## src/rtl/nor_seq_pkg.sv

```systemverilog
// Shared definitions for the NOR gate test sequencer: state encoding, vector tables,
// default energy weights. Build with NOR_SEQ_GRAY_EN to apply vectors in Gray-code order.
package nor_seq_pkg;

  typedef enum logic [1:0] {
    S_IDLE  = 2'd0,
    S_APPLY = 2'd1,
    S_DONE  = 2'd2
  } seq_state_t;

  localparam int E_IN_DEF  = 2;
  localparam int E_OUT_DEF = 3;

  // Width of the per-cycle energy increment fed to the energy accumulator
  localparam int NRG_ADD_W = 16;

  // Vector tables packed as four {a,b} pairs, entry 0 in the low bits
  localparam logic [7:0] VEC_BIN  = {2'b11, 2'b10, 2'b01, 2'b00};
  localparam logic [7:0] VEC_GRAY = {2'b10, 2'b11, 2'b01, 2'b00};

`ifdef NOR_SEQ_GRAY_EN
  localparam bit GRAY_ORDER = 1'b1;
`else
  localparam bit GRAY_ORDER = 1'b0;
`endif

  function automatic logic [1:0] vec_at(input logic [1:0] idx);
    logic [2:0] base;
    base = {idx, 1'b0};
    return GRAY_ORDER ? VEC_GRAY[base +: 2] : VEC_BIN[base +: 2];
  endfunction

  function automatic logic [1:0] bit_changes(input logic [1:0] x, input logic [1:0] y);
    logic [1:0] d;
    d = x ^ y;
    return {1'b0, d[1]} + {1'b0, d[0]};
  endfunction

endpackage

```

## src/rtl/sat_accum.sv

```systemverilog
// Saturating accumulator: synchronous clear, add-enable, sticks at all-ones instead of wrapping.
module sat_accum #(
  parameter int W     = 8,
  parameter int ADD_W = 1
) (
  input  logic             clk,
  input  logic             reset,
  input  logic             clear,
  input  logic             en,
  input  logic [ADD_W-1:0] add,
  output logic [W-1:0]     value
);

  localparam int SUM_W = ((W > ADD_W) ? W : ADD_W) + 1;
  localparam logic [SUM_W-1:0] MAX = SUM_W'({W{1'b1}});

  logic [SUM_W-1:0] sum;

  always_comb sum = SUM_W'(value) + SUM_W'(add);

  always_ff @(posedge clk or posedge reset) begin
    if (reset)
      value <= '0;
    else if (clear)
      value <= '0;
    else if (en)
      value <= (sum > MAX) ? {W{1'b1}} : W'(sum);
  end

endmodule

```

## src/rtl/nor_test_sequencer.sv

```systemverilog
// Sequences a 2-input NOR under test through all four vectors, checks each against the
// truth table and tracks toggles/energy. NOR_SEQ_GRAY_EN selects Gray-code vector order.
module nor_test_sequencer
  import nor_seq_pkg::*;
#(
  parameter int HOLD_CYCLES = 4,
  parameter int CNT_W       = 8,
  parameter int EN_W        = 16,
  parameter int E_IN        = E_IN_DEF,
  parameter int E_OUT       = E_OUT_DEF
) (
  input  logic             clk,
  input  logic             reset,
  input  logic             start,
  input  logic             q_in,
  output logic             a_out,
  output logic             b_out,
  output logic             busy,
  output logic             done,
  output logic             pass,
  output logic [1:0]       vec_idx,
  output logic [CNT_W-1:0] in_toggles,
  output logic [CNT_W-1:0] out_toggles,
  output logic [EN_W-1:0]  energy,
  output logic [2:0]       err_count
);

  localparam logic [7:0]           HOLD_LAST = 8'(HOLD_CYCLES - 1);
  localparam logic [NRG_ADD_W-1:0] E_IN_V    = NRG_ADD_W'(E_IN);
  localparam logic [NRG_ADD_W-1:0] E_OUT_V   = NRG_ADD_W'(E_OUT);

  seq_state_t           state;
  logic [7:0]           hold_cnt;
  logic                 q_prev;
  logic                 applying;
  logic                 sample;
  logic                 mismatch;
  logic [2:0]           err_next;
  logic [1:0]           next_vec;
  logic                 acc_clear;
  logic                 out_tog;
  logic                 in_en;
  logic [1:0]           in_bits;
  logic [NRG_ADD_W-1:0] energy_add;

  always_comb begin
    applying  = (state == S_APPLY);
    sample    = applying && (hold_cnt == HOLD_LAST);
    mismatch  = (q_in != ~(a_out | b_out));
    err_next  = err_count + {2'b00, mismatch};
    next_vec  = vec_at(vec_idx + 2'd1);
    acc_clear = (state == S_IDLE) && start;
    out_tog   = applying && (q_in != q_prev);
    in_en     = sample && (vec_idx != 2'd3);
    in_bits   = 2'd0;
    if (in_en)
      in_bits = bit_changes({a_out, b_out}, next_vec);
  end

  // A vector step and an output toggle can land on the same edge; both contribute
  always_comb begin
    energy_add = '0;
    if (in_bits[1])
      energy_add = energy_add + (E_IN_V << 1);
    if (in_bits[0])
      energy_add = energy_add + E_IN_V;
    if (out_tog)
      energy_add = energy_add + E_OUT_V;
  end

  always_ff @(posedge clk or posedge reset) begin
    if (reset) begin
      state     <= S_IDLE;
      a_out     <= 1'b0;
      b_out     <= 1'b0;
      busy      <= 1'b0;
      done      <= 1'b0;
      pass      <= 1'b0;
      vec_idx   <= 2'd0;
      hold_cnt  <= 8'd0;
      q_prev    <= 1'b0;
      err_count <= 3'd0;
    end else begin
      case (state)
        S_IDLE: begin
          done <= 1'b0;
          if (start) begin
            state          <= S_APPLY;
            vec_idx        <= 2'd0;
            {a_out, b_out} <= vec_at(2'd0);
            hold_cnt       <= 8'd0;
            busy           <= 1'b1;
            pass           <= 1'b0;
            err_count      <= 3'd0;
            q_prev         <= q_in;
          end
        end
        S_APPLY: begin
          hold_cnt <= hold_cnt + 8'd1;
          q_prev   <= q_in;
          if (sample) begin
            err_count <= err_next;
            if (vec_idx == 2'd3) begin
              state <= S_DONE;
              busy  <= 1'b0;
              done  <= 1'b1;
              pass  <= (err_next == 3'd0);
            end else begin
              vec_idx        <= vec_idx + 2'd1;
              {a_out, b_out} <= next_vec;
              hold_cnt       <= 8'd0;
            end
          end
        end
        S_DONE: begin
          done  <= 1'b0;
          state <= S_IDLE;
        end
        default: state <= S_IDLE;
      endcase
    end
  end

  sat_accum #(.W(CNT_W), .ADD_W(2)) u_in_toggles (
    .clk   (clk),
    .reset (reset),
    .clear (acc_clear),
    .en    (in_en),
    .add   (in_bits),
    .value (in_toggles)
  );

  sat_accum #(.W(CNT_W), .ADD_W(1)) u_out_toggles (
    .clk   (clk),
    .reset (reset),
    .clear (acc_clear),
    .en    (out_tog),
    .add   (1'b1),
    .value (out_toggles)
  );

  sat_accum #(.W(EN_W), .ADD_W(NRG_ADD_W)) u_energy (
    .clk   (clk),
    .reset (reset),
    .clear (acc_clear),
    .en    (applying),
    .add   (energy_add),
    .value (energy)
  );

endmodule

```

## config.mk

```make
export PLATFORM = sky130hd
export DESIGN_NAME = nor_test_sequencer
export DESIGN_NICKNAME = d
export VERILOG_FILES = /design/src/rtl/nor_seq_pkg.sv /design/src/rtl/sat_accum.sv /design/src/rtl/nor_test_sequencer.sv
export SDC_FILE = /design/constraint.sdc
export NUM_CORES = 1
export LEC_CHECK = 0
export ABC_CLOCK_PERIOD_IN_PS = 6900
export BUFFER_PORTS_ARGS = -buffer_cell sky130_fd_sc_hd__buf_4
export CAP_MARGIN = 20
export CORE_MARGIN = 2
export CORE_UTILIZATION = 35
export CTS_CLUSTER_SIZE = 25
export DETAILED_ROUTE_END_ITERATION = 6
export PLACE_DENSITY_LB_ADDON = 0.15
export SETUP_SLACK_MARGIN = 0.4
export SYNTH_ARGS = -nofsm -noshare
export SYNTH_HDL_FRONTEND = slang
export SYNTH_SLANG_ARGS = --single-unit
export TNS_END_PERCENT = 50
```

## constraint.sdc

```tcl
create_clock -name clk -period 6.9 [get_ports clk]
set_input_delay 0.69 -clock clk [delete_from_list [all_inputs] [get_ports clk]]
set_output_delay 0.69 -clock clk [all_outputs]
set_load 0.1 [all_outputs]
```

==> results of run 1 <==
logic make-up after synthesis:
logic type / after synthesis / synth area share [%]
buf+inv: 29 / 3.90
simple gates: 120 / 21.2
compound gates: 95 / 20.4
mux: 4 / 1.45
flops: 51 / 42.3
xor+xnor: 15 / 4.35
fa+ha+maj: 15 / 6.47
power groups by stage:
stage          sequential (W)  clock, W  combinational (W)
2_1_floorplan        0.000904         0           0.000478
3_3_place_gp         0.000494         0            0.00112
3_5_place_dp         0.000497         0            0.00113
4_1_cts              0.000493  0.000177            0.00114
5_1_grt              0.000509  0.000188            0.00122
6_report             0.000491  0.000169            0.00113
placed cells by master, fill, tap and decap left out, drive strengths merged, types with 3 or more instances in the layout:
master / netlist / routed
nor4: 5 / 5
dfrtp: 51 / 51
a21oi: 23 / 23
clkbuf: 11 / 7
a22o: 5 / 5
buf: 3 / 50
xor2: 11 / 11
and2: 5 / 5
ha: 14 / 14
a311oi: 3 / 3
nor3: 10 / 10
nand4: 3 / 3
a31oi: 11 / 11
o2bb2ai: 4 / 4
and4: 5 / 5
inv: 15 / 15
o31ai: 4 / 4
a21o: 3 / 3
nor2b: 3 / 3
mux2: 3 / 3
and3: 4 / 4
nand3: 11 / 11
nand2: 37 / 37
nor2: 25 / 25
o21ai: 25 / 25
xnor2: 4 / 4
layer usage:
metal / wire length [um] / global-route usage [%] / part of all wire, %
met4: 82 / 4.23 / 1.1
met5: 0 / 0 / 0
met2: 3500 / 26.1 / 48
met1: 3460 / 22.0 / 48
met3: 229 / 2.60 / 3.1
worst paths after layout:
kind                                          from                           endpoint  slack (ns)  cells after the start
hold / removal                    done$_DFFE_PP0P_                   done$_DFFE_PP0P_        0.50                      1
hold reg to reg                   done$_DFFE_PP0P_                   done$_DFFE_PP0P_        0.50                      1
setup / recovery           hold_cnt[0]$_DFFE_PP0P_      u_energy.value[9]$_DFFE_PP0P_        2.83                     12
setup reg to reg           hold_cnt[0]$_DFFE_PP0P_      u_energy.value[9]$_DFFE_PP0P_        2.83                     12
min in group asynchronous                    reset      u_energy.value[6]$_DFFE_PP0P_        0.56                      3
max in group asynchronous                    reset  u_in_toggles.value[3]$_DFFE_PP0P_        5.90                      3
through the flow:
step | cells | utilization [%] | hold WS, ns | power (W)
after detailed placement | 470 | 41.7 | 0.478 | 0.00163
final | 478 | 42.7 | 0.496 | 0.00179
after global routing | 478 | 42.7 | 0.515 | 0.00191
after floorplan | 329 | - | 0.466 | 0.00138
after CTS | 478 | 42.7 | 0.500 | 0.00181
after global placement | 470 | 41.7 | 0.477 | 0.00162
cells in the mapped netlist (all sizes together), types with 2 or more instances:
cell	number	area share, %
inv	15	1.9
a22o	5	1.5
o21bai	2	0.50
mux2	3	1.1
a211oi	2	0.50
nand2	37	4.6
nand4b	2	0.58
nor2	25	3.2
nor4	5	1.2
and4	5	1.5
nand3	11	1.8
nor3b	2	0.50
a311oi	3	0.87
and3	4	0.83
nor4b	2	0.58
a41o	2	0.66
nor2b	3	0.62
o211ai	2	0.50
xor2	11	3.2
a21o	3	0.75
o31ai	4	0.99
o21ai	25	4.1
buf	3	0.66
nand4	3	0.62
and4b	2	0.66
clkbuf	11	1.4
a31oi	11	2.3
ha	14	5.8
and2	5	1.0
nor3	10	2.0
a21oi	23	3.9
xnor2	4	1.2
a41oi	2	0.58
dfrtp	51	42
o2bb2ai	4	1.2
cell type report:
cell class | instances | area, sq um | area share (%)
clock buffers | 7 | 76.3 | 2.15
clock inverters | 1 | 5.00 | 0.141
inverters | 15 | 56.3 | 1.59
multi-input cells | 249 | 1630 | 45.8
flip-flops and latches | 51 | 1280 | 36.0
well taps | 105 | 131 | 3.71
repair buffers | 50 | 375 | 10.6
state kept, by name, summed over array words and instances (netlist names):
signal / count
pass: 1
err_count: 3
q_prev: 1
hold_cnt: 8
done: 1
a_out: 1
vec_idx: 1
u_out_toggles.value: 8
u_energy.value: 16
u_in_toggles.value: 8
busy: 1
state: 2
==> run summary, run 1 <==
dpl hpwl - 5180 um
Crit. End Element - flop
antenna violations before repair - 0
maximum VDD drop - 0.000382 V
Post-Syn Area per Cell - 9.18 sq um
internal power - 0.000752 W
Vias/cell - 5.35
die area - 0.00938 sq mm
Reg power frac - 27.5%
RSZ-0062 raised after global routing - false
f_max - 246 MHz
relative slew slack - 41.9%
status - completed
CTS Buffer Depth - 2
pre-CTS setup slack - 2.80 ns
Post-route DRC - 0
Worst-Margin Slew - 0.868 ns
slowest CP cell - a21oi_1
overall routing resource usage - 16.0%
die height - 96.9 um
final wirelength - 7280 um
CTS Buf Count - 5
Die Width - 96.9 um
sequential area share after synthesis - 42.3%
EDFF count, synth - 0
Starting DRT DRC Count - 120
clock skew - 0.00458 ns
total global routing overflow - 0
ys async rst share - 100%
worst skew pair latency - 0.30 ns
crit path time final - 4.07 ns
TritonCTS clock tree - built
clock sinks - 51
dpl cell area - 0.00346 sq mm
Seq cells post-synth - 51
CP delay by family, top - simple AND/OR/NAND/NOR gates
share of cells above drive strength 1 - 18.0%
final worst setup slack - 2.83 ns
Row Count - 33
Worst EP arrival - 4.26 ns
Pwr Density - 504 mW/mm^2
Switching Share - 57.9%
Post-Syn Area - 0.00302 sq mm
Worst Hold Class - flop to flop
final setup vio count - 0
htree depth - 2
via count - 2,558
largest net degree at the start of global routing - 52
fin nets - 391
PortBufs - 45
crit start category - flop
cell area after layout - 0.00355 sq mm
starting density of the core - 36.4%
clk slew on worst S/H paths - 0.09 ns
clock network power share - 9.4%
WP buf/inv - 0
most used cell, CP - ha_1
CTS resizes - 0
DR WL/cell - 15.2 um
CP required - 7.09 ns
root buffer cell - clkbuf_8
Primary FF master, synth - dfrtp_1
first-pass GRT wire length - 12,400 um
post-synthesis instance total - 329
Final ANT Viol Nets - 0
total negative setup slack - 0 ns
post-synth cell types - 56
Ys Warns - 0
postcts setup bufs - 0
final period utilization - 59.0%
CORE AREA - 0.00830 sq mm
final hold vios - 0
critical path cell sequence - ha_1, or4b_4, nand4bb_1, nor2b_1, ha_1, mux2_2, ha_1, a21o_1, a21oi_1, nor4_1, a41o_1, a221o_1
Setup CP Type - flop to flop
syn_nets - 348
Area growth syn-to-layout - 17.4%
drt pass-1 iters - 4
Final GP Congestion - 0.862
NetSw - 0.00103 W
crit path max fanout - 9
cell leakage power - 1.62 nW
ant diodes - 0
fill count - 826
CTS Hold Bufs - 0
combinational fraction of design power - 63.1%
IO Count - 46
Slew Limit Fails - 0
slowest stage delay, CP - 0.51 ns
MaxCap Viol Count - 0
vias in the first global route - 2,488
Note: power is estimated with default switching activity, not from simulation.
==> run 2, diff against run 1 <==
ABC_AREA = 1   (was unset)
ABC_CLOCK_PERIOD_IN_PS = 3700   (was 6900)
clock period = 3.7 ns   (was 6.9 ns; I/O delays follow)
==> run summary, run 2 <==
vias in the first global route - 2,564
final core occ - 43.0%
Synth area leader - dfrtp_1
fill count - 925
Power, Total - 0.00218 W
status - completed
Worst Hold Class - input pin to asynchronous set/reset pin
top cells by area, synth - dfrtp_1, nand2_1, inv_1
WP buf/inv - 4
Post-route DRC - 0
htree depth - 2
largest net degree at the start of global routing - 35
drt pass-1 iters - 7
CORE AREA - 0.00906 sq mm
Die Width - 99.9 um
critical path cell sequence - ha_2, nand2_2, nor2_4, inv_2, nor2_4, inv_2, nor2_8, inv_4, a21oi_2, ha_1, nand2_1, o21ai_2, ha_1, nand2_1, nand2_1, o21a_4, nand2_4, nor3_4, buf_6, nand4_4, o21ai_1, nand2_1, o21ai_0
Post-Syn Area per Cell - 7.69 sq um
EDFF count, synth - 0
dpl cell area - 0.00367 sq mm
register area - 0.00128 sq mm
DR WL/cell - 12.7 um
most frequent cells in the layout - nand2_1, buf_4, dfrtp_1
syn_nets - 438
clock sinks - 51
slowest CP cell - dfrtp_1
dpl hpwl - 5400 um
final setup vio count - 0
crit start category - flop
Area growth syn-to-layout - 21.1%
IO Count - 46
Setup CP Type - flop to flop
root buffer cell - clkbuf_8
TritonCTS clock tree - built
total negative setup slack - 0 ns
worst skew pair latency - 0.30 ns
Final ANT Viol Nets - 0
maximum VDD drop - 0.000227 V
crit path time final - 3.08 ns
PortBufs - 45
pre-CTS setup slack - 0.232 ns
top cell type's share of synthesized area - 39.6%
post-synthesis instance total - 419
final worst setup slack - 0.618 ns
Vias/cell - 4.73
Final GP Congestion - 0.856
first-pass GRT wire length - 12,200 um
relative slew slack - 50.4%
sequential area share after synthesis - 39.6%
multi-input logic area - 0.00172 sq mm
CTS Hold Bufs - 0
CTS Buffer Depth - 2
slowest stage delay, CP - 0.37 ns
Slew Limit Fails - 0
most used cell, CP - nand2_1
CTS Buf Count - 5
MaxCap Viol Count - 0
f_max - 324 MHz
final period utilization - 83.3%
crit path max fanout - 7
die area - 0.00999 sq mm
Post-synth top cells - nand2_1, dfrtp_1, inv_1, nor2_1, o21ai_0
Ys Warns - 0
Seq cells post-synth - 51
most common cell in the netlist - nand2_1
Worst-Margin Slew - 0.744 ns
overall routing resource usage - 15.1%
starting density of the core - 35.5%
Post-Syn Area - 0.00322 sq mm
clk slew on worst S/H paths - 0.09 ns
cell area after layout - 0.00390 sq mm
total global routing overflow - 0
Crit. End Element - flop
Primary FF master, synth - dfrtp_1
CP required - 3.92 ns
RSZ-0062 raised after global routing - false
die height - 99.9 um
ant diodes - 0
post-synth cell types - 41
Starting DRT DRC Count - 106
Worst EP arrival - 3.30 ns
register name with the most flops - u_energy.value
leading cell type in the layout, fill and taps excluded - nand2_1
Pwr Density - 559 mW/mm^2
clock skew - 0.00932 ns
max FFs per register - 16
ys async rst share - 100%
final wirelength - 7480 um
Row Count - 35
via count - 2,793
final hold vios - 0
cell leakage power - 2.16 nW
antenna violations before repair - 0
CP delay by family, top - simple AND/OR/NAND/NOR gates
share of cells above drive strength 1 - 22.3%
fin nets - 497
==> run 2: repair_timing <==
item                                    CTS  global route
endpoints found under the hold margin     0             0
gates resized for setup                   1            12
pin swaps                                 5             6
endpoints found under the setup margin   16            16
setup buffers                             8             4
cloned                                    1             0
==> run 2: final timing paths <==
| kind | startpoint | slack [ns] | depth (start not counted) | to |
|---|---|---|---|---|
| max | hold_cnt[0]$_DFFE_PP0P_ | 0.62 | 23 | u_energy.value[13]$_DFFE_PP0P_ |
| min | reset | 0.20 | 2 | u_in_toggles.value[5]$_DFFE_PP0P_ |
| max reg2reg | hold_cnt[0]$_DFFE_PP0P_ | 0.62 | 23 | u_energy.value[13]$_DFFE_PP0P_ |
| min reg2reg | busy$_DFFE_PP0P_ | 0.48 | 2 | busy$_DFFE_PP0P_ |
| max in group asynchronous | reset | 2.76 | 3 | state[1]$_DFFE_PP0P_ |
| min in group clk | q_in | 0.32 | 3 | q_prev$_DFFE_PP0P_ |
==> run 2: stage by stage <==
| step | hold WS (ns) | instances |
|---|---|---|
| after floorplan | 0.464 | 419 |
| after global placement | 0.459 | 569 |
| after detailed placement | 0.467 | 569 |
| after CTS | 0.234 | 586 |
| after global routing | 0.266 | 590 |
| final | 0.195 | 590 |
==> run 2: cell type report <==
cell class              count  share of cell area (%)
multi-input cells         306                    44.2
flip-flops and latches     51                    32.8
repair buffers             60                    11.6
inverters                  54                    5.26
well taps                 111                    3.56
clock buffers               8                    2.57
==> run 2: cell families after synthesis <==
family                     count (synthesis)  synth area share [%]
and+or+nand+nor                          220                  32.0
AOI/OAI and AO/OA                         53                  9.36
xor gates and xnor gates                  17                  4.86
buffers and inverters                     63                  8.08
DFF                                       51                  39.6
adders and majority gates                 15                  6.06
==> run 2: report_power, final <==
| group | switching [W] | internal [W] | total [W] |
|---|---|---|---|
| combinational | 0.000823 | 0.000260 | 0.00108 |
| sequential | 0.000104 | 0.000636 | 0.000740 |
| clock | 0.000184 | 0.000171 | 0.000356 |
==> run 2: layer usage <==
metal / global-route usage [%] / share of wire, %
met1: 21.1 / 50
met2: 24.8 / 47
met3: 1.81 / 2.2
met4: 4.11 / 0.79
met5: 0 / 0
